File: src/rtl/rca_aproximado_pipe.sv
// Pipelined approximate ripple-carry adder: lower K bits OR-approximated, exact upper ripple.
// Latency 2 cycles, 1/cycle throughput; a stalled output freezes both stages, in_ready = !out_valid | out_ready.
// Define ERROR_STATS_EN to build the exact-sum shadow adder and the err_count/err_max statistics.
module rca_aproximado_pipe #(
   parameter int WIDTH = 8,
   parameter int K     = 3
) (
   input  logic             clk,
   input  logic             rst,
   input  logic             in_valid,
   output logic             in_ready,
   input  logic [WIDTH-1:0] A,
   input  logic [WIDTH-1:0] B,
   input  logic             exact,
   output logic             out_valid,
   input  logic             out_ready,
   output logic [WIDTH:0]   S,
   input  logic             stats_clr,
   output logic [15:0]      err_count,
   output logic [WIDTH:0]   err_max
);

   function automatic logic [WIDTH-1:0] lo_mask_f();
      logic [WIDTH-1:0] m;
      for (int i = 0; i < WIDTH; i++) m[i] = (i < K);
      return m;
   endfunction

   localparam logic [WIDTH-1:0] LO_MASK = lo_mask_f();

   logic             advance;
   logic             ov_q;
   logic             v1;
   logic [WIDTH-1:0] lo1, ahi1, bhi1;
   logic             cin1;
   logic             cin_apx;
   logic [WIDTH-1:0] mask_d;
   logic [WIDTH:0]   cin_vec;
   logic [WIDTH:0]   sum2;

   assign advance   = !ov_q | out_ready;
   assign in_ready  = advance & !rst;
   assign out_valid = ov_q & !rst;

   generate
      if (K == 0) begin : g_nocarry
         assign cin_apx = 1'b0;
      end else begin : g_carry
         assign cin_apx = A[K-1] & B[K-1];
      end
   endgenerate

   // Exact mode simply collapses the approximate region to zero width.
   assign mask_d = exact ? '0 : LO_MASK;

   always_ff @(posedge clk) begin
      if (rst) begin
         v1   <= 1'b0;
         ov_q <= 1'b0;
         S    <= '0;
      end else if (advance) begin
         v1   <= in_valid;
         ov_q <= v1;
         if (v1) S <= sum2;
      end
   end

   always_ff @(posedge clk) begin
      if (advance && in_valid) begin
         lo1  <= (A | B) & mask_d;
         ahi1 <= A & ~mask_d;
         bhi1 <= B & ~mask_d;
         cin1 <= exact ? 1'b0 : cin_apx;
      end
   end

   // Upper slices have zeros below bit K, so the ripple sum leaves the OR bits untouched.
   assign cin_vec = {{WIDTH{1'b0}}, cin1} << K;
   assign sum2    = ({1'b0, ahi1} + {1'b0, bhi1} + cin_vec) | {1'b0, lo1};

`ifdef ERROR_STATS_EN
   logic [WIDTH:0] ex1, ex2;
   logic           e1, e2;
   logic [WIDTH:0] err;

   always_ff @(posedge clk) begin
      if (advance && in_valid) begin
         ex1 <= {1'b0, A} + {1'b0, B};
         e1  <= exact;
      end
      if (advance && v1) begin
         ex2 <= ex1;
         e2  <= e1;
      end
   end

   assign err = (ex2 > S) ? (ex2 - S) : (S - ex2);

   always_ff @(posedge clk) begin
      if (rst || stats_clr) begin
         err_count <= '0;
         err_max   <= '0;
      end else if (out_valid && out_ready && !e2) begin
         if (err != '0 && err_count != 16'hFFFF) err_count <= err_count + 16'd1;
         if (err > err_max) err_max <= err;
      end
   end
`else
   logic unused_stats_clr;
   assign unused_stats_clr = stats_clr;
   assign err_count        = '0;
   assign err_max          = '0;
`endif

endmodule

File: config.mk
export PLATFORM = sky130hd
export DESIGN_NAME = rca_aproximado_pipe
export DESIGN_NICKNAME = d
export VERILOG_FILES = /design/src/rtl/rca_aproximado_pipe.sv
export SDC_FILE = /design/constraint.sdc
export NUM_CORES = 1
export LEC_CHECK = 0
export CAP_MARGIN = 20
export CORE_AREA = 2 2 66 68
export CTS_BUF_LIST = sky130_fd_sc_hd__clkbuf_16
export CTS_CLUSTER_DIAMETER = 30
export DETAILED_ROUTE_END_ITERATION = 8
export DIE_AREA = 0 0 68 70
export MAX_ROUTING_LAYER = met4
export PLACE_DENSITY_LB_ADDON = 0.3
export RECOVER_POWER = 50
export SLEW_MARGIN = 20
export SYNTH_ARGS = -nofsm -noshare
export SYNTH_HDL_FRONTEND = slang
export SYNTH_SLANG_ARGS = --single-unit
File: constraint.sdc
create_clock -name clk -period 2.6 [get_ports clk]
set_input_delay 0.52 -clock clk [delete_from_list [all_inputs] [get_ports clk]]
set_output_delay 0.52 -clock clk [all_outputs]
set_load 0.05 [all_outputs]
==> out/qor.yml, run 1 <==
logic_synthesis:
  muxShareOfSynthArea_pct: 0.576
  yosys.area.top_type: "edfxtp_1"
  synthSimpleGateAreaFrac_pct: 16.2
  syn_area_per_cell_um2: 10.9
  synthCells: 159
  synth_compound_area_share_pct: 9.42
  yosysSeqAreaShare_pct: 47.2
  synthTopCellsByArea: "edfxtp_1, dfxtp_1, buf_4"
  ys_ff_latch: 31
  synthAdderAreaFrac_pct: 12.4
  synth_xor_area_share_pct: 1.01
  synth.lib_cells_used.distinct: 39
  netlist_area_mm2: 0.00174
  synth_top_family_by_area: "simple AND/OR/NAND/NOR gates"
  synth_top_cell_area_share_pct: 34.5
  ys_warn_count: 0
clock_tree:
  clock_tree.root_cell: "clkbuf_16"
  hold_buffers: 0
  insertion_delay_ns: 0.27
  post-cts-setup-buffers: 0
  cts_tree: "built"
  cts_made_buffers: 5
  cts.sinks: 31
  max-clock-path-buffers: 2
  htreeDepth: 2
  cts_resized: 0
  path_clk_slew_ns: 0.05
detailed_routing:
  drt_iter0_drc: 27
  viasPerCell: 4.80
  wl_per_cell_um: 11.1
  detail-route-antenna-nets: 0
  wl_um: 2770
  dr.pass1.iters: 4
  drc: 0
  vias: 1191
power:
  switching_share_pct: 30.4
  p_int_mw: 1.03
  clkPwrFrac_pct: 37.6
  p_per_area_mw_per_mm2: 677
  p_seq_share_pct: 38.8
  ir_drop_v: 0.000354
  p_switching_mw: 0.451
  power_frac_comb_pct: 23.5
  leakage_nw: 0.906
  power_mw: 1.48
sta:
  holdWs_ns: 0.465
  min_period_ns: 2.46
  rsz0062_at_grt: "no"
  worst-slew-pin-transition_ns: 1.14
  clock.fmax_ghz: 0.406
  fin_skew_ns: 0.00363
  max-slew-margin-rel_pct: 24.1
  setup_viol_count_final: 0
  post-route-period-util_pct: 94.8
  setup_tns_ns: 0
  hold_viol: 0
  final_max_slew_viol_count: 0
worst_setup_path:
  r2r_cells: 7
  crit_required_ns: 2.81
  worstSetupPathType: "flop to flop"
  cp_max_fo: 3
  startpoint_type: "flop"
  critical_path_arrival_ns: 2.68
  end_kind: "flop"
floorplan:
  die_area_mm2: 0.00476
  fp.dieW_um: 68
  die_y_um: 70
  core_mm2: 0.00414
  ioPinCount: 58
  rows: 24
  start_util_pct: 42.0
place:
  dp_hpwl_um: 2180
  port-buffer-count: 31
  dp.cells: 240
  gp_congestion: 0.821
worst_hold_path:
  hp-class: "flop to flop"
  hold_depth: 2
finish:
  nNetsFinal: 233
  syn_to_final_growth_pct: 25.8
  final_cells: 248
  drive_above_1_share_pct: 9.18
  mostFrequentLayoutCell: "conb_1"
  post-route-util_pct: 52.8
  insertedDiodeCount: 0
  final_cell_mix: "conb_1, edfxtp_1, nor2_1, clkdlybuf4s50_1, ha_1"
run:
  drv_cap: 0
grt:
  antenna_found_initial: 0
  first_global_vias: 1072
  gr-total-overflow: 0
  track_usage_pct: 13.5
  grt_pass1_wl_um: 4570
  grt_max_degree: 22
run_status:
  status: "completed"
[registers in the layout (all words and copies together), names as in the netlist]
name,count
bhi1,8
v1,1
cin1,1
lo1,3
ahi1,8
S,9
ov_q,1
[layout make-up]
| cell class | count | area [um2] |
|---|---|---|
| Multi-Input combinational cell | 117 | 782 |
| Clock inverter | 3 | 20.0 |
| Sequential cell | 31 | 821 |
| Clock buffer | 5 | 125 |
| Tap cell | 52 | 65.1 |
| Fill cell | 377 | 1960 |
| Inverter | 5 | 18.8 |
| Timing Repair Buffer | 35 | 357 |
[metal layers]
layer	vias up	global-route usage, %	routed length (um)
li1	582	-	-
met1	562	14.3	1070
met2	42	21.9	1450
met3	5	4.99	196
met4	0	6.00	46
met5	-	-	0
[through the flow]
| step | setup WS (ns) | cell area, um2 |
|---|---|---|
| after CTS | 0.134 | 2190 |
| after floorplan | 0.307 | 1830 |
| after global placement | 0.220 | 2050 |
| final | 0.136 | 2190 |
| after global routing | 0.0394 | 2190 |
| after detailed placement | 0.167 | 2050 |
[cells by family after synthesis]
kind of cell | after synthesis
mux | 1
buf+inv | 35
simple gates | 52
xor+xnor | 2
fa+ha+maj | 16
other cells | 1
compound gates | 21
flops | 31
[synthesized netlist by cell type]
| cell type | number |
|---|---|
| fa_1 | 2 |
| xor2_1 | 1 |
| nor2_1 | 17 |
| a211o_2 | 1 |
| nand2_1 | 4 |
| inv_1 | 5 |
| nand4_1 | 1 |
| and4_1 | 1 |
| nand4b_1 | 1 |
| or3_1 | 1 |
| a2111o_1 | 1 |
| a211o_1 | 2 |
| a211oi_1 | 1 |
| nand2b_1 | 4 |
| conb_1 | 1 |
| clkbuf_1 | 4 |
| o21bai_1 | 1 |
| a211oi_2 | 1 |
| o21ai_0 | 2 |
| a21oi_1 | 4 |
| a21o_1 | 2 |
| and2_1 | 8 |
| dfxtp_1 | 11 |
| or4b_2 | 1 |
| buf_2 | 1 |
| o211ai_1 | 2 |
| o21a_1 | 2 |
| buf_4 | 25 |
| nor4b_1 | 1 |
| a2111oi_2 | 1 |
| nand3b_1 | 3 |
| mux2i_1 | 1 |
| edfxtp_1 | 20 |
| nor3_1 | 7 |
| or3b_2 | 1 |
| ha_1 | 14 |
| nor2b_1 | 2 |
| o31ai_1 | 1 |
| xnor2_1 | 1 |
[power groups by stage]
| stage | Sequential (mW) | Combinational [mW] | Clock [mW] |
|---|---|---|---|
| 6_report | 0.576 | 0.349 | 0.558 |
| 5_1_grt | 0.579 | 0.381 | 0.595 |
| 4_1_cts | 0.576 | 0.356 | 0.573 |
| 3_5_place_dp | 0.586 | 0.355 | 0 |
| 3_3_place_gp | 0.584 | 0.348 | 0 |
| 2_1_floorplan | 0.625 | 0.246 | 0 |
[final timing paths]
check	startpoint	endpoint	slack, ns
worst min register to register	S[4]	S[4]	0.46
worst max register to register	ahi1[1]	S[7]	0.14
worst min-delay path	S[4]	S[4]	0.46
worst max-delay path	ahi1[1]	S[7]	0.14
[worst max-delay path, cell delays in order, from the launching register on]
cell and delay [ns]:
edfxtp_1 0.37, ha_1 0.30, ha_1 0.25, fa_1 0.43, a21o_1 0.22, a211o_1 0.33, a2111oi_2 0.35, nand4b_1 0.14
(Power assumes the default switching activity.)
==> run 2: changes to the inputs <==
--- a/config.mk
+++ b/config.mk
@@ -6,11 +6,11 @@
 export NUM_CORES = 1
 export LEC_CHECK = 0
 export CAP_MARGIN = 20
-export CORE_AREA = 2 2 66 68
+export CORE_AREA = 2 2 63 65
 export CTS_BUF_LIST = sky130_fd_sc_hd__clkbuf_16
 export CTS_CLUSTER_DIAMETER = 30
 export DETAILED_ROUTE_END_ITERATION = 8
-export DIE_AREA = 0 0 68 70
+export DIE_AREA = 0 0 65 67
 export MAX_ROUTING_LAYER = met4
 export PLACE_DENSITY_LB_ADDON = 0.3
 export RECOVER_POWER = 50
==> constraint.sdc (replaced) <==
create_clock -name clk -period 3.1 [get_ports clk]
set_input_delay 0.62 -clock clk [delete_from_list [all_inputs] [get_ports clk]]
set_output_delay 0.62 -clock clk [all_outputs]
set_load 0.05 [all_outputs]
==> run 2 against run 1 <==
  * First-iteration DRC count up 85%
  * Highest routed layer unchanged
  * Utilization up 7.2 points
  * Die area down 8.5%
  * Cell area down 1.1%
  * Global-route usage up 1.5 points
  * Routed wire length up 3.7%
==> out/qor.yml, run 2 (synthesis results as in run 1) <==
run_status:
  status: "completed"
grt:
  first_global_vias: 1086
  track_usage_pct: 15.0
  grt_pass1_wl_um: 4640
  grt_max_degree: 22
  gr-total-overflow: 0
  antenna_found_initial: 0
floorplan:
  die_y_um: 67
  start_util_pct: 48.2
  die_area_mm2: 0.00436
  ioPinCount: 58
  rows: 22
  fp.dieW_um: 65
  core_mm2: 0.00361
detailed_routing:
  wl_um: 2870
  drt_iter0_drc: 50
  detail-route-antenna-nets: 0
  drc: 0
  wl_per_cell_um: 11.8
  dr.pass1.iters: 4
  viasPerCell: 4.76
  vias: 1152
power:
  switching_share_pct: 29.9
  p_seq_share_pct: 39.3
  p_int_mw: 0.861
  clkPwrFrac_pct: 37.0
  ir_drop_v: 0.000366
  power_frac_comb_pct: 23.7
  leakage_nw: 0.902
  p_switching_mw: 0.368
  p_per_area_mw_per_mm2: 568
sta:
  setup_viol_count_final: 0
  fin_skew_ns: 0.00274
  max-slew-margin-rel_pct: 24.7
  min_period_ns: 2.44
  hold_viol: 0
  worst-slew-pin-transition_ns: 1.13
  clock.fmax_ghz: 0.410
  holdWs_ns: 0.467
  post-route-period-util_pct: 78.6
  setup_tns_ns: 0
  final_max_slew_viol_count: 0
  rsz0062_at_grt: "no"
worst_setup_path:
  cp_cell_sequence: "ha_1 -> ha_1 -> fa_1 -> a21o_1 -> a211o_1 -> a2111oi_2 -> nand4b_1"
  cp_max_fo: 3
  critPathMaxStageDelay_ns: 0.43
  r2r_end: "S[7]"
  startpoint_type: "flop"
  end_kind: "flop"
  crit_required_ns: 3.31
  r2r_slack_ns: 0.66
  cpMostUsedCell: "ha_1"
  slowest_stage: "fa_1"
  critical_path_arrival_ns: 2.65
  worstSetupPathType: "flop to flop"
  r2r-start: "bhi1[1]"
  r2r_cells: 7
clock_tree:
  post-cts-setup-buffers: 0
  path_clk_slew_ns: 0.05
  cts_tree: "built"
  cts_resized: 0
  hold_buffers: 0
  cts_made_buffers: 5
  htreeDepth: 2
  max-clock-path-buffers: 2
  insertion_delay_ns: 0.27
  clock_tree.root_cell: "clkbuf_16"
  cts.sinks: 31
finish:
  nNetsFinal: 231
  mostFrequentLayoutCell: "conb_1"
  final_cell_mix: "conb_1, edfxtp_1, nor2_1, clkdlybuf4s50_1, ha_1"
  insertedDiodeCount: 0
  largest_reg_flops: 9
  drive_above_1_share_pct: 8.25
  syn_to_final_growth_pct: 24.4
  top_register: "S"
  top_regs: "S x9, ahi1 x8, bhi1 x8"
place:
  dp_hpwl_um: 2180
  gp_congestion: 0.838
  port-buffer-count: 31
worst_hold_path:
  hp-class: "flop to flop"
  hold_end: "S[4]"
  hold_depth: 2
  hold_start: "S[4]"
run:
  drv_cap: 0
-- run 2: cell count changes in the layout (fill, tap and decap cells not counted) --
cell / delta
and2_1: -3
and2_0: +3
clkinv_2: +2
buf_4: -2
clkinvlp_4: -2
-- run 2: routing by layer --
layer | routed length, um | vias up | track usage (%)
li1 | - | 577 | -
met1 | 1150 | 536 | 14.9
met2 | 1520 | 33 | 26.0
met3 | 156 | 6 | 4.39
met4 | 45 | 0 | 9.04
met5 | 0 | - | -
-- run 2: stage by stage --
stage	cell area (um2)	power (mW)	setup slack, ns	utilization (%)	instances
floorplan	1830	0.730	0.807	-	183
global placement	2030	0.779	0.715	56.2	234
detailed placement	2030	0.786	0.704	56.2	234
CTS	2170	1.24	0.668	60.1	242
global route	2160	1.28	0.525	60.0	242
finish	2160	1.23	0.662	60.0	242
-- run 2: area by class of cell --
type	instances	area (um2)
flip-flops and latches	31	821
fillers	302	1440
multi-input cells	117	782
clock buffers	5	125
inverters	5	18.8
clock inverters	3	15.0
repair buffers	33	342
well taps	48	60.1
-- run 2: power by group through the flow --
stage / clock network, mW / logic, mW / registers, mW
floorplan: 0 / 0.206 / 0.524
global placement: 0 / 0.289 / 0.490
detailed placement: 0 / 0.294 / 0.491
CTS: 0.463 / 0.297 / 0.483
global route: 0.478 / 0.315 / 0.487
finish: 0.454 / 0.291 / 0.483
-- run 2: worst max-delay path by stage --
stage	startpoint	endpoint	slack [ns]
floorplan	ahi1[1]	S[7]	0.81
global placement	ahi1[1]	S[7]	0.72
detailed placement	ahi1[1]	S[7]	0.70
CTS	ahi1[1]	S[7]	0.67
global route	out_ready	cin1	0.52
finish	bhi1[1]	S[7]	0.66
-- run 2: worst max-delay path: cells and delay by family (launching register included) --
kind                     cells  cell delay, ns
AND/OR/NAND/NOR              1            0.15
flip-flops                   1            0.38
adder cells (fa/ha/maj)      3            0.97
AO/OA/AOI/OAI                3            0.88
==> run 3: changes to the inputs <==
--- a/config.mk
+++ b/config.mk
@@ -6,11 +6,11 @@
 export NUM_CORES = 1
 export LEC_CHECK = 0
 export CAP_MARGIN = 20
-export CORE_AREA = 2 2 63 65
+export CORE_AREA = 2 2 69 71
 export CTS_BUF_LIST = sky130_fd_sc_hd__clkbuf_16
 export CTS_CLUSTER_DIAMETER = 30
 export DETAILED_ROUTE_END_ITERATION = 8
-export DIE_AREA = 0 0 65 67
+export DIE_AREA = 0 0 71 73
 export MAX_ROUTING_LAYER = met4
 export PLACE_DENSITY_LB_ADDON = 0.3
 export RECOVER_POWER = 50
==> constraint.sdc (replaced) <==
create_clock -name clk -period 2.2 [get_ports clk]
set_input_delay 0.44 -clock clk [delete_from_list [all_inputs] [get_ports clk]]
set_output_delay 0.44 -clock clk [all_outputs]
set_load 0.05 [all_outputs]
==> run 3 against run 2 <==
  * The flow now finishes with violations (setup timing)
  * Clock power increased by 37%
  * Non-clock buffer count increased by 4
  * Combinational power increased by 53%
==> out/qor.yml, run 3 (synthesis results as in run 1) <==
grt:
  gr-total-overflow: 0
  grt_pass1_wl_um: 4450
  use_met1_pct: 13.3
  grt_use_met3_pct: 3.31
  antenna_found_initial: 0
  grt_max_degree: 22
  first_global_vias: 1031
  grt_busiest_layer: "met2"
  track_usage_pct: 11.6
  use_met2_pct: 18.7
finish:
  top_regs: "S x9, ahi1 x8, bhi1 x8"
  top_register: "S"
  n_fill_cell: 418
  final_cell_mix: "conb_1, edfxtp_1, clkdlybuf4s50_1, nor2_1, ha_1"
  final_cells: 252
  design_area_mm2: 0.00224
  mostFrequentLayoutCell: "conb_1"
  insertedDiodeCount: 0
  register_area_um2: 821
  multiInputGateArea_um2: 823
  nNetsFinal: 235
  largest_reg_flops: 9
  post-route-util_pct: 49.4
  drive_above_1_share_pct: 11.6
  syn_to_final_growth_pct: 28.9
detailed_routing:
  drc: 0
  drt_iter0_drc: 66
  wl_per_cell_um: 10.8
  wl_um: 2720
  vias: 1144
  dr.pass1.iters: 4
  viasPerCell: 4.54
  detail-route-antenna-nets: 0
clock_tree:
  clock_tree.root_cell: "clkbuf_16"
  cts_tree: "built"
  path_clk_slew_ns: 0.05
  max-clock-path-buffers: 2
  post-cts-setup-buffers: 0
  htreeDepth: 2
  cts.sinks: 31
  insertion_delay_ns: 0.27
  cts_made_buffers: 5
power:
  ir_drop_v: 0.000450
  power_mw: 1.75
  leakage_nw: 0.921
  p_per_area_mw_per_mm2: 779
worst_setup_path:
  end_kind: "flop"
  cp_max_fo: 2
  crit_required_ns: 2.41
  worstSetupPathType: "flop to flop"
  startpoint_type: "flop"
  critical_path_arrival_ns: 2.44
floorplan:
  die_area_mm2: 0.00518
  ioPinCount: 58
  rows: 25
  die_y_um: 73
  core_mm2: 0.00454
  fp.dieW_um: 71
  start_util_pct: 38.3
sta:
  holdWs_ns: 0.464
  rsz0062_at_grt: "yes"
  setup_viol_count_final: 1
  min_period_ns: 2.24
  post-route-period-util_pct: 102
  final_max_slew_viol_count: 0
  fin_skew_ns: 0.00311
  fin_ws_ns: -0.0355
  worst-slew-pin-transition_ns: 0.497
  hold_viol: 0
  setup_tns_ns: -0.0355
  max-slew-margin-rel_pct: 66.8
  clock.fmax_ghz: 0.447
place:
  gp_congestion: 0.784
  dpl_cell_area_mm2: 0.00208
  pre_cts_ws_ns: -0.0956
  dp_hpwl_um: 2050
  dp.cells: 244
  port-buffer-count: 31
run_status:
  status: "finished with violations"
  violations: "setup timing"
worst_hold_path:
  hp-class: "flop to flop"
run:
  drv_cap: 0
## run 3: changes by cell type in the layout (fill, tap and decap cells not counted), sizes merged
| cell | previous run | this run |
|---|---|---|
| inv | 5 | 6 |
| clkdlybuf4s50 | 16 | 18 |
| clkinv | 3 | 2 |
| buf | 3 | 8 |
| clkbuf | 6 | 5 |
| dlygate4sd3 | 13 | 11 |
## run 3: worst paths after layout
path / start / endpoint / slack, ns / depth (start not counted)
max: ahi1[1] / S[7] / -0.04 / 7
min reg2reg: S[4] / S[4] / 0.46 / 2
max reg2reg: ahi1[1] / S[7] / -0.04 / 7
min: S[4] / S[4] / 0.46 / 2
## run 3: area by class of cell
type                    instances  area share, %
repair buffers                 37           16.7
multi-input cells             117           36.7
inverters                       5          0.837
well taps                      54           3.01
clock buffers                   5           5.58
flip-flops and latches         31           36.6
clock inverters                 3          0.502
## run 3: metal layers
| metal | wire length, um | vias up |
|---|---|---|
| met2 | 1440 | 31 |
| li1 | - | 587 |
| met5 | 0 | - |
| met3 | 125 | 4 |
| met4 | 40 | 0 |
| met1 | 1120 | 522 |
## run 3: repair_timing
item / in CTS / in global routing
pin swaps: 2 / 0
hold buffers: 0 / 0
resized for setup: 2 / 4
endpoints found under the hold margin: 0 / 0
setup endpoints to repair: 2 / 3
## run 3: critical path, stage by stage, from the launching register on
cell and delay (ns):
edfxtp_1 0.36, ha_1 0.30, ha_2 0.19, fa_2 0.36, a21o_1 0.21, a211o_1 0.31
a2111oi_4 0.29, nand4b_1 0.15
## run 3: where the power goes
group | switching [mW] | leakage (nW) | total, mW | internal, mW
clock network | 0.216 | 0.0701 | 0.621 | 0.405
registers | 0.0157 | 0.288 | 0.681 | 0.665
logic | 0.284 | 0.563 | 0.445 | 0.161
